$ cat src/rtl/lenet_pkg.sv
// rtl/lenet_pkg.sv - shared LeNet pipeline constants and window FSM state type
package lenet_pkg;

    localparam int PIX_WIDTH   = 8;
    localparam int IMG_W       = 32;
    localparam int IMG_H       = 32;
    localparam int KERNEL_SIZE = 5;

    typedef enum logic {
        S_FILL = 1'b0,
        S_RUN  = 1'b1
    } win_state_t;

endpackage

$ cat src/rtl/row_buffer.sv
// rtl/row_buffer.sv - enable-gated line delay of one image row
module row_buffer
    import lenet_pkg::*;
#(
    parameter int DATA_WIDTH = PIX_WIDTH,
    parameter int DEPTH      = IMG_W
) (
    input  logic                  clk,
    input  logic                  reset,
    input  logic                  en,
    input  logic [DATA_WIDTH-1:0] din,
    output logic [DATA_WIDTH-1:0] dout,
    output logic                  primed
);

    localparam int FW = $clog2(DEPTH + 1);

    logic [DATA_WIDTH-1:0] line [DEPTH];
    logic [FW-1:0]         fill;

    // Shift only on accepted pixels so input gaps freeze the line.
    always_ff @(posedge clk) begin
        if (en) begin
            line[0] <= din;
            for (int i = 1; i < DEPTH; i++) begin
                line[i] <= line[i-1];
            end
        end
    end

    // Count shifts since reset until the line holds a full row of real data.
    always_ff @(posedge clk) begin
        if (reset) begin
            fill <= '0;
        end else if (en && (fill != FW'(DEPTH))) begin
            fill <= fill + 1'b1;
        end
    end

    assign dout   = line[DEPTH-1];
    assign primed = (fill == FW'(DEPTH));

endmodule

$ cat src/rtl/conv_window_gen.sv
// rtl/conv_window_gen.sv - streaming KxK sliding-window generator for conv1
module conv_window_gen
    import lenet_pkg::*;
#(
    parameter int DATA_WIDTH = PIX_WIDTH,
    parameter int IMG_WIDTH  = IMG_W,
    parameter int IMG_HEIGHT = IMG_H,
    parameter int K          = KERNEL_SIZE
) (
    input  logic                      clk,
    input  logic                      reset,
    input  logic [DATA_WIDTH-1:0]     Data_In,
    input  logic                      Data_In_Valid,
    output logic [K*K*DATA_WIDTH-1:0] Window_Out,
    output logic                      Window_Valid,
    output logic                      Frame_Done
);

    localparam int CW = $clog2(IMG_WIDTH);
    localparam int RW = $clog2(IMG_HEIGHT);

    localparam logic [CW-1:0] COL_LAST      = CW'(IMG_WIDTH - 1);
    localparam logic [RW-1:0] ROW_LAST      = RW'(IMG_HEIGHT - 1);
    localparam logic [CW-1:0] COL_FIRST_WIN = CW'(K - 1);
    localparam logic [RW-1:0] ROW_FILL_LAST = RW'(K - 2);

    logic [CW-1:0]         col;
    logic [RW-1:0]         row;
    win_state_t            state, state_nxt;
    logic                  emit;
    logic                  last_pix;

    logic [DATA_WIDTH-1:0] rb_in  [K-1];
    logic [DATA_WIDTH-1:0] rb_out [K-1];
    logic [K-2:0]          primed;

    logic [DATA_WIDTH-1:0] win     [K][K];
    logic [DATA_WIDTH-1:0] win_nxt [K][K];
    logic [K*K*DATA_WIDTH-1:0] win_flat;

    // Cascade: buffer 0 sees the live pixel, buffer i sees buffer i-1's output.
    always_comb begin
        rb_in[0] = Data_In;
        for (int i = 1; i < K-1; i++) begin
            rb_in[i] = rb_out[i-1];
        end
    end

    for (genvar gi = 0; gi < K-1; gi++) begin : g_rb
        row_buffer #(
            .DATA_WIDTH (DATA_WIDTH),
            .DEPTH      (IMG_WIDTH)
        ) u_row_buffer (
            .clk    (clk),
            .reset  (reset),
            .en     (Data_In_Valid),
            .din    (rb_in[gi]),
            .dout   (rb_out[gi]),
            .primed (primed[gi])
        );
    end

    // Next window: shift every row left and append the new column, oldest row on top.
    always_comb begin
        for (int r = 0; r < K; r++) begin
            for (int c = 0; c < K-1; c++) begin
                win_nxt[r][c] = win[r][c+1];
            end
        end
        for (int r = 0; r < K-1; r++) begin
            win_nxt[r][K-1] = rb_out[K-2-r];
        end
        win_nxt[K-1][K-1] = Data_In;
    end

    // Window register advances only on accepted pixels; validity comes from the counters.
    always_ff @(posedge clk) begin
        if (Data_In_Valid) begin
            win <= win_nxt;
        end
    end

    // Flatten the next window so the emitted value matches the pixel being accepted.
    always_comb begin
        win_flat = '0;
        for (int r = 0; r < K; r++) begin
            for (int c = 0; c < K; c++) begin
                win_flat[(r*K+c)*DATA_WIDTH +: DATA_WIDTH] = win_nxt[r][c];
            end
        end
    end

    // Raster position of the next pixel to be accepted.
    always_ff @(posedge clk) begin
        if (reset) begin
            col <= '0;
            row <= '0;
        end else if (Data_In_Valid) begin
            if (col == COL_LAST) begin
                col <= '0;
                row <= (row == ROW_LAST) ? '0 : row + 1'b1;
            end else begin
                col <= col + 1'b1;
            end
        end
    end

    // FSM state register.
    always_ff @(posedge clk) begin
        if (reset) begin
            state <= S_FILL;
        end else begin
            state <= state_nxt;
        end
    end

    // FSM next state and window-emit decision.
    always_comb begin
        state_nxt = state;
        emit      = 1'b0;
        last_pix  = (row == ROW_LAST) && (col == COL_LAST);
        case (state)
            S_FILL: begin
                if (Data_In_Valid && (row == ROW_FILL_LAST) && (col == COL_LAST)) begin
                    state_nxt = S_RUN;
                end
            end
            S_RUN: begin
                if (Data_In_Valid && (col >= COL_FIRST_WIN) && (&primed)) begin
                    emit = 1'b1;
                end
                if (Data_In_Valid && last_pix) begin
                    state_nxt = S_FILL;
                end
            end
            default: state_nxt = S_FILL;
        endcase
    end

    // Registered outputs; Window_Out holds between windows.
    always_ff @(posedge clk) begin
        if (reset) begin
            Window_Out   <= '0;
            Window_Valid <= 1'b0;
            Frame_Done   <= 1'b0;
        end else begin
            Window_Valid <= emit;
            Frame_Done   <= emit && last_pix;
            if (emit) begin
                Window_Out <= win_flat;
            end
        end
    end

endmodule

$ cat config.mk
export PLATFORM = sky130hd
export DESIGN_NAME = conv_window_gen
export DESIGN_NICKNAME = d
export VERILOG_FILES = /design/src/rtl/lenet_pkg.sv /design/src/rtl/row_buffer.sv /design/src/rtl/conv_window_gen.sv
export SDC_FILE = /design/constraint.sdc
export NUM_CORES = 1
export LEC_CHECK = 0
export CORE_MARGIN = 5
export CORE_UTILIZATION = 35
export DETAILED_ROUTE_END_ITERATION = 10
export SYNTH_ARGS = -nofsm -noshare
export SYNTH_HDL_FRONTEND = slang
export SYNTH_SLANG_ARGS = --single-unit
$ cat constraint.sdc
create_clock -name clk -period 1.6 [get_ports clk]
set_input_delay 0.16 -clock clk [delete_from_list [all_inputs] [get_ports clk]]
set_output_delay 0.16 -clock clk [all_outputs]
set_load 0.02 [all_outputs]
Word-level counts from Yosys, hierarchy flattened
Memory sizes are Yosys's and may differ from the RTL's.
Cells that the tools add are included.
{ "op_classes": {"add_sub_neg": 6, "n_lt_le_gt_ge": 1, "n_eq_ne": 11, "n_mux": 9, "bitwise_logic": 1, "n_reduce_logical": 13} }
{ "ops": {"columns": ["operator", "n"], "rows": [
  ["6-bit by 1-bit adder with 6-bit output, second input constant", 4],
  ["6-bit equality test, second input constant", 4],
  ["6-bit != test, second input constant", 4],
  ["1-bit logical AND", 11],
  ["5-bit by 1-bit adder with 5-bit output, second input constant", 2],
  ["5-bit equality test, second input constant", 2],
  ["5-bit two-way mux", 2],
  ["1-bit two-way mux", 6],
  ["5-bit by 2-bit equality test with 1-bit output, second input constant", 1],
  ["5-bit by 3-bit >= comparator with 1-bit output, second input constant", 1],
  ["4-bit AND reduction", 1],
  ["1-bit one-hot mux with 2 select lines", 1],
  ["2-bit AND reduction", 1],
  ["1-bit NOT", 1]
]} }
{ "word_totals": {"regBits": 397, "ramBits": 1024, "out_inout_bits": 202, "mem_count": 4} }
{ "memory_table": {"columns": ["memory", "words", "word_bits", "read_ports", "rd_clocked_by_memory_dff", "wr", "line", "source"], "rows": [
  ["g_rb[0].u_row_buffer.line", 32, 8, 32, 0, 32, "row_buffer.sv:18", "logic [DATA_WIDTH-1:0] line [DEPTH];"],
  ["g_rb[1].u_row_buffer.line", 32, 8, 32, 0, 32, "row_buffer.sv:18", null],
  ["g_rb[2].u_row_buffer.line", 32, 8, 32, 0, 32, "row_buffer.sv:18", null],
  ["g_rb[3].u_row_buffer.line", 32, 8, 32, 0, 32, "row_buffer.sv:18", null]
]} }

Depth between registers and ports, before layout
Gate-level depths: netlist of run 1.
{ "logic_depth": {"word_depth": 6, "ltp_mapped": 9} }

By module
A second synthesis of run 1 with hierarchy kept.
{ "hier_totals": {"hier_cells": 2319, "hier_area_um2": 46798.6} }
{ "by_module_without_submodules": {"columns": ["mod", "n_inst", "cells_per_inst", "area_each_um2"], "rows": [
  ["row_buffer", 4, 305, 8109.0],
  ["conv_window_gen", 1, 1099, 14362.5]
]} }

Worst setup path after synthesis of run 1
OpenSTA, ideal clock, no wires.
{ "synth_timing": {"path_kind": "register to register", "start": "register col[0]", "end": "register row[3]", "arrival_time_ns": 1.659, "required_time_ns": 1.530, "path_slack_ns": -0.129, "stages_incl_launch_ff": 10, "path_buffers": 2, "period_less_slack_ns": 1.729, "path_cell_list": "dfxtp_1 -> ha_1 -> and3_1 -> ha_1 -> clkbuf_1 -> nand2_1 -> clkbuf_1 -> nor3_1 -> nand4_1 -> a21oi_1"} }
{ "synth_via": {"elab_chain_cells": 2} }
{ "synth_lines": {"columns": ["element", "line", "source"], "rows": [
  ["from (decl)", "conv_window_gen.sv:27", "logic [CW-1:0] col;"],
  ["from (signal assigned)", "conv_window_gen.sv:103", "col <= col + 1'b1;"],
  ["5-bit equality test", "conv_window_gen.sv:99", "if (col == COL_LAST) begin"],
  ["2-bit AND reduction (no source line)", null, null],
  ["to (signal assigned)", "conv_window_gen.sv:101", "row <= (row == ROW_LAST) ? '0 : row + 1'b1;"],
  ["to (decl)", "conv_window_gen.sv:28", "logic [RW-1:0] row;"]
]} }
Every way passes these cells.
A chain may end at the register's enable or synchronous reset.

Worst setup path in the final report of run 1
{ "layout_timing": {"start": "register g_rb[3].u_row_buffer.fill[1]", "end": "register Window_Out[22]"} }
{ "layout_via": {"elab_chain_cells": 5} }
{ "layout_lines": {"columns": ["element", "line", "source"], "rows": [
  ["from (decl)", "row_buffer.sv:19", "logic [FW-1:0] fill;"],
  ["from (signal assigned)", "row_buffer.sv:36", "fill <= fill + 1'b1;"],
  ["6-bit equality test", "row_buffer.sv:41", "assign primed = (fill == FW'(DEPTH));"],
  ["4-bit AND reduction", "conv_window_gen.sv:129", "if (Data_In_Valid && (col >= COL_FIRST_WIN) && (&primed)) begin"],
  ["1-bit logical AND", "conv_window_gen.sv:129", null],
  ["1-bit two-way mux", "conv_window_gen.sv:129", null],
  ["1-bit two-way mux", "conv_window_gen.sv:122", "case (state)"],
  ["to (signal assigned)", "conv_window_gen.sv:150", "Window_Out <= win_flat;"],
  ["to (decl)", "conv_window_gen.sv:14", "output logic [K*K*DATA_WIDTH-1:0] Window_Out,"]
]} }
Every way passes these cells.

==> results_dict.tcl, run 1 <==
set metrics [dict create \
    hpwl_um 47820 \
    clock.fmax_mhz 505.6 \
    grt_remaining_overflow 0 \
    globalRouteMet3Util_pct 4.365 \
    fin_hold_ws_ns 0.3967 \
    grt_pass1_vias 21790 \
    nNetsFinal 2660 \
    syn_inst 2219 \
    initial_core_util_pct 35.23 \
    drc_errors 0 \
    top_usage_layer "met2" \
    slew_viol_final 0 \
    syn_area_um2 42210 \
    layout_min_cycle_time_ns 1.978 \
    routed_wl_um 98280 \
    viasPerCell 5.169 \
    clock_skew_ns 0.03195 \
    p_per_area_nw_per_um2 1262 \
    worst_pin_slew_ns 0.7678 \
    cts_tree "done" \
    ys.flop_type "edfxtp_1" \
    grt_usage_pct 14.08 \
    worstSetupPathType "reg -> reg" \
    hp-class "reg -> reg" \
    drtIter0Drc 2150 \
    seqCellArea_um2 36480 \
    slowest_stage "dfxtp_2" \
    die_w_um 357.3 \
    crit_path_max_fanout 12 \
    firstDrtPassIters 7 \
    p_leak_nw 18.40 \
    ys_ff_latch 1293 \
    syn_nets 2243 \
    max_slew_margin_pct 48.81 \
    synth-edff-count 1056 \
    n_fill_cell 9766 \
    reg2reg_depth 9 \
    synthArstFlopShare_pct 0 \
    grt_first_pass_wirelength_um 136900 \
    ys_seq_area_share_pct 86.37 \
    syn2layout_area_growth_pct 31.32 \
    met2_usage_pct 21.39 \
    cp_cell_sequence "inv_2 -> ha_4 -> nor4b_4 -> nand4_1 -> buf_6 -> buf_16 -> clkbuf_16 -> o31ai_2 -> a21oi_1" \
    clk_pin_slew_ns 0.06 \
    ant_nets 0 \
    critPathArrivalTime_ns 2.59 \
    worstHoldPathCells 0 \
    critPathLaunchType "flop" \
    rows 127 \
    setup_tns_ns -63.38 \
    status "finished with violations" \
    gr-usage-met1_pct 19.02 \
    syn_area_per_cell_um2 19.02 \
    htree_num_levels 4 \
    cp-end-kind "flop" \
    root_buffer "clkbuf_16" \
    grt_max_degree 132 \
    cap_violations 0 \
    multi_input_area_um2 6695 \
    boundaryPins 213 \
    gp_routability_congestion 0.8072 \
    core_area_um2 119800 \
    fin_crit_sh_pct 123.6 \
    synth_cell_types 38 \
    clk_path_buf_depth 3 \
    antenna_found_initial 4 \
    vias 22530 \
    ir_drop_v 0.001052 \
    fp.dieH_um 357.3 \
    drive_gt1_share_pct 31.84 \
    ys_warn_count 0 \
    clkSinkCount 1293 \
    setup_violations 205 \
    hold_viol_final 0 \
    portBuffers 212 \
    cts_buffers 133 \
    dieArea_um2 127600 \
    worst_skew_pair.late_latency_ns 0.74 \
    rsz0062_at_grt "true" \
    finalWorstSetupSlack_ns -0.3777 \
    worstPathRequired_ns 2.21 \
    slowest_delay_ns 0.32 \
    violations "setup timing" \
    post_drt_wl_per_cell_um 22.55 \
]
-- power by group --
| part | switching, W | internal (W) |
|---|---|---|
| combinational | 0.000775 | 0.000303 |
| sequential | 0.000583 | 0.0381 |
| clock | 0.0129 | 0.0173 |
-- critical path: cells and delay by family (launching register included) --
kind            cells  cell delay [ns]
buf+inv             4             0.66
simple gates        2             0.42
flops               1             0.32
compound gates      2             0.32
fa+ha+maj           1             0.13
-- per-layer routing --
| metal | vias up | wire (um) |
|---|---|---|
| met5 | - | 0 |
| li1 | 9748 | - |
| met4 | 0 | 3301 |
| met2 | 1107 | 44920 |
| met1 | 11430 | 40070 |
| met3 | 237 | 9987 |
-- synth_stat cells (13+ instances only) --
| library cell | n | share of area (%) |
|---|---|---|
| nand4_1 | 210 | 3.1 |
| buf_1 | 42 | 0.37 |
| clkbuf_1 | 54 | 0.48 |
| nor2_1 | 27 | 0.24 |
| inv_1 | 14 | 0.12 |
| a21oi_1 | 217 | 2.6 |
| buf_2 | 28 | 0.33 |
| o31ai_1 | 200 | 3.6 |
| buf_6 | 21 | 0.56 |
| dfxtp_1 | 237 | 11 |
| ha_1 | 13 | 0.39 |
| edfxtp_1 | 1056 | 75 |
-- placed cells by master (no fill, tap or decap), types with 8 or more instances in the layout --
cell type        count
clkbuf_1            27
xor2_1               9
dfxtp_1            217
buf_6               14
buf_2               77
clkdlybuf4s15_1      8
dfxtp_2             19
o21ai_0              8
clkbuf_2            13
edfxtp_1          1056
a21oi_2             38
a21oi_1            179
clkinv_2            20
buf_4               82
bufinv_16            8
clkbuf_16          156
o31ai_2             87
clkdlybuf4s15_2     94
o31ai_4             86
dlygate4sd3_1       10
nand4_1            210
nand2_1              8
buf_12              61
clkinv_1            29
clkdlybuf4s50_1      8
inv_1                8
buf_16              51
o31ai_1             27
clkinv_8             8
nor2_1              27
-- flip-flops by register name (all words and copies together) (netlist names) --
signal	count
Frame_Done	1
col	5
state	1
Window_Valid	1
g_rb.u_row_buffer.line	912
g_rb.u_row_buffer.fill	24
win	144
row	5
Window_Out	200
-- worst paths after layout --
kind / slack, ns / endpoint / from
min: 0.40 / g_rb[0].u_row_buffer.line[1][111] / g_rb[0].u_row_buffer.line[1][103]
min reg2reg: 0.40 / g_rb[0].u_row_buffer.line[1][111] / g_rb[0].u_row_buffer.line[1][103]
max: -0.38 / Window_Out[22] / g_rb[3].u_row_buffer.fill[1]
max reg2reg: -0.38 / Window_Out[22] / g_rb[3].u_row_buffer.fill[1]
-- cell type report --
cell class	instances	share of cell area [%]
inverter	14	0.09481
antenna	1	0.004515
sequential	1293	65.82
clock inverter	77	1.352
clock buffer	167	6.422
tap	1612	3.639
multi-input combinational	746	12.08
timing repair buffer	448	10.59
-- cells by family (layout without fill, tap and decap cells) --
logic type / after synthesis / in the layout / share of synthesized area [%]
muxes: 4 / 4 / 0.09486
buffers and inverters: 180 / 706 / 2.440
and+or+nand+nor: 279 / 279 / 3.999
other: 0 / 1 / 0
AOI/OAI and AO/OA: 437 / 437 / 6.444
adders and majority gates: 13 / 13 / 0.3854
xor gates and xnor gates: 13 / 13 / 0.2698
DFF: 1293 / 1293 / 86.37
-- timing repair --
item | 4_1_cts | 5_1_grt
resized for setup | 827 | 269
cloned | 40 | 27
pin swaps | 101 | 93
setup buffers | 30 | 16
hold endpoints to repair | 50 | 0
hold buffers | 10 | 0
setup endpoints to repair | 402 | 254
-- metrics by stage --
stage               utilization, %  total power (W)  instances  instance area, um^2  setup WS [ns]
floorplan                        -          0.03931       2219                42330       -0.03799
global placement             39.21          0.04033       3994                46970        -0.2505
detailed placement           39.21          0.04041       3994                46970        -0.3688
CTS                          44.81          0.07071       4318                53690        -0.3463
global route                 46.26          0.07241       4357                55430        -0.4754
finish                       46.26          0.06997       4358                55430        -0.3777
Note: power is estimated with default switching activity, not from simulation.
==> inputs of run 2 (changes only) <==
Settings changed: CTS_CLUSTER_DIAMETER from default to 60.
==> run 2 against run 1 <==
Compared with the run above: the run still ends with setup timing left; highest routed layer unchanged; wire length is 1.5% lower; sequential share of layout area is 0.34 points higher; global-route usage decreased by 0.27 points; fmax is 0.55% lower.
==> results_dict.tcl, run 2 (synthesized netlist as in run 1, its figures left out) <==
set metrics [dict create \
    critPathArrivalTime_ns 2.60 \
    fin_crit_sh_pct 124.3 \
    crit_top_cell "buf_16" \
    setup_tns_ns -60.58 \
    power_w 0.07021 \
    initial_core_util_pct 35.23 \
    hold_viol_final 0 \
    htree_num_levels 4 \
    boundaryPins 213 \
    rows 127 \
    worst_pin_slew_ns 0.7583 \
    ir_drop_v 0.001042 \
    reg2reg_depth 9 \
    cts_buffers 135 \
    worst_skew_pair.late_latency_ns 0.74 \
    status "finished with violations" \
    cap_violations 0 \
    cts_tree "done" \
    core_area_um2 119800 \
    n_fill_cell 9812 \
    rsz0062_at_grt "true" \
    largest_reg_flops 912 \
    worstSetupPathType "reg -> reg" \
    gp_routability_congestion 0.8072 \
    grt_usage_pct 13.81 \
    dieArea_um2 127600 \
    clkSinkCount 1293 \
    grt_pass1_vias 21730 \
    slowest_stage "dfxtp_2" \
    layout_common_cells "1056 x edfxtp_1, 221 x dfxtp_1, 210 x nand4_1, 173 x a21oi_1, 163 x clkbuf_16" \
    worstHoldPathCells 0 \
    setup_violations 224 \
    clock_skew_ns 0.02960 \
    routed_wl_um 96790 \
    gr-usage-met1_pct 18.96 \
    clk_pin_slew_ns 0.06 \
    drtIter0Drc 2112 \
    portBuffers 212 \
    fp.dieH_um 357.3 \
    met2_usage_pct 20.76 \
    grt_first_pass_wirelength_um 135300 \
    seqCellArea_um2 36480 \
    regMostFlops "g_rb.u_row_buffer.line" \
    cp-end-kind "flop" \
    antenna_found_initial 1 \
    post_drt_wl_per_cell_um 22.24 \
    final_common_cell "edfxtp_1" \
    clock.fmax_mhz 502.9 \
    p_per_area_nw_per_um2 1274 \
    n_antenna_cell 0 \
    fin_hold_ws_ns 0.3904 \
    slowest_delay_ns 0.32 \
    cp_cell_sequence "inv_2 -> ha_4 -> nor4b_4 -> nand4_1 -> buf_6 -> buf_16 -> buf_16 -> o31ai_2 -> a21oi_1" \
    slew_viol_final 0 \
    critPathLaunchType "flop" \
    top_usage_layer "met2" \
    syn2layout_area_growth_pct 30.62 \
    nNetsFinal 2656 \
    viasPerCell 5.134 \
    drive_gt1_share_pct 29.41 \
    hpwl_um 47820 \
    max_slew_margin_pct 49.45 \
    root_buffer "clkbuf_16" \
    die_w_um 357.3 \
    worstPathRequired_ns 2.21 \
    clk_path_buf_depth 3 \
    p_leak_nw 18.22 \
    vias 22350 \
    grt_max_degree 132 \
    top_regs "g_rb.u_row_buffer.line (912), Window_Out (200), win (144)" \
    violations "setup timing" \
    globalRouteMet3Util_pct 4.288 \
    finalWorstSetupSlack_ns -0.3886 \
    multi_input_area_um2 6251 \
    firstDrtPassIters 7 \
    layout_min_cycle_time_ns 1.989 \
    crit_path_max_fanout 23 \
    drc_errors 0 \
    hp-class "reg -> reg" \
    ant_nets 0 \
    grt_remaining_overflow 0 \
]
## run 2: cell types whose count changed in the layout (fill, tap and decap cells not counted), moves of 6 or more
| cell | previous run | this run |
|---|---|---|
| clkdlybuf4s50_1 | 8 | 20 |
| clkbuf_2 | 13 | 0 |
| buf_2 | 77 | 50 |
| o31ai_1 | 27 | 54 |
| a21oi_1 | 179 | 173 |
| clkdlybuf4s15_2 | 94 | 102 |
| clkdlybuf4s15_1 | 8 | 25 |
| a21oi_2 | 38 | 44 |
| buf_4 | 82 | 74 |
| buf_16 | 51 | 44 |
| o31ai_4 | 86 | 56 |
| clkbuf_16 | 156 | 163 |
## run 2: cell type report
cell class                 instances  area share [%]
sequential                      1293           66.16
multi-input combinational        746           11.34
timing repair buffer             442           10.84
clock buffer                     169           6.586
tap                             1612           3.658
clock inverter                    77           1.323
inverter                          14         0.09532
## run 2: metal layers
metal | part of all wire [%] | up-vias
met5 | 0 | -
met4 | 3.5 | 0
met3 | 10 | 227
met2 | 45 | 1146
met1 | 41 | 11250
li1 | - | 9729
## run 2: timing repair
item	in CTS	in global routing
setup endpoints to repair	402	274
gates resized for setup	747	207
endpoints found under the hold margin	52	0
gates cloned	39	29
hold buffers	10	0
pin swaps	115	151
setup buffers	38	12
## run 2: worst paths after layout
| check | from | end | slack [ns] |
|---|---|---|---|
| max | g_rb[3].u_row_buffer.fill[0] | Window_Out[173] | -0.39 |
| min | g_rb[2].u_row_buffer.line[1][18] | g_rb[2].u_row_buffer.line[1][26] | 0.39 |
| max reg2reg | g_rb[3].u_row_buffer.fill[0] | Window_Out[173] | -0.39 |
| min reg2reg | g_rb[2].u_row_buffer.line[1][18] | g_rb[2].u_row_buffer.line[1][26] | 0.39 |
## run 2: critical path: cells and delay by family, from the launching register on
family,cells,cell delay [ns]
buffers and inverters,4,0.62
flip-flops,1,0.32
AND/OR/NAND/NOR,2,0.41
adder cells (fa/ha/maj),1,0.12
AO/OA/AOI/OAI,2,0.37
## run 2: per-stage QoR
step                area, um^2  util [%]  instances  setup slack, ns
global placement         46970     39.21       3994          -0.2505
finish                   55130     46.02       4353          -0.3886
floorplan                42330         -       2219         -0.03799
detailed placement       46970     39.21       3994          -0.3688
CTS                      53600     44.74       4326          -0.3455
global route             55130     46.02       4353          -0.4718
## run 2: power by group
group	switching [W]	internal (W)	leakage (nW)
registers	0.000576	0.0381	12.3
clock network	0.0130	0.0174	2.12
logic	0.000778	0.000310	3.85
total	0.0143	0.0559	18.2
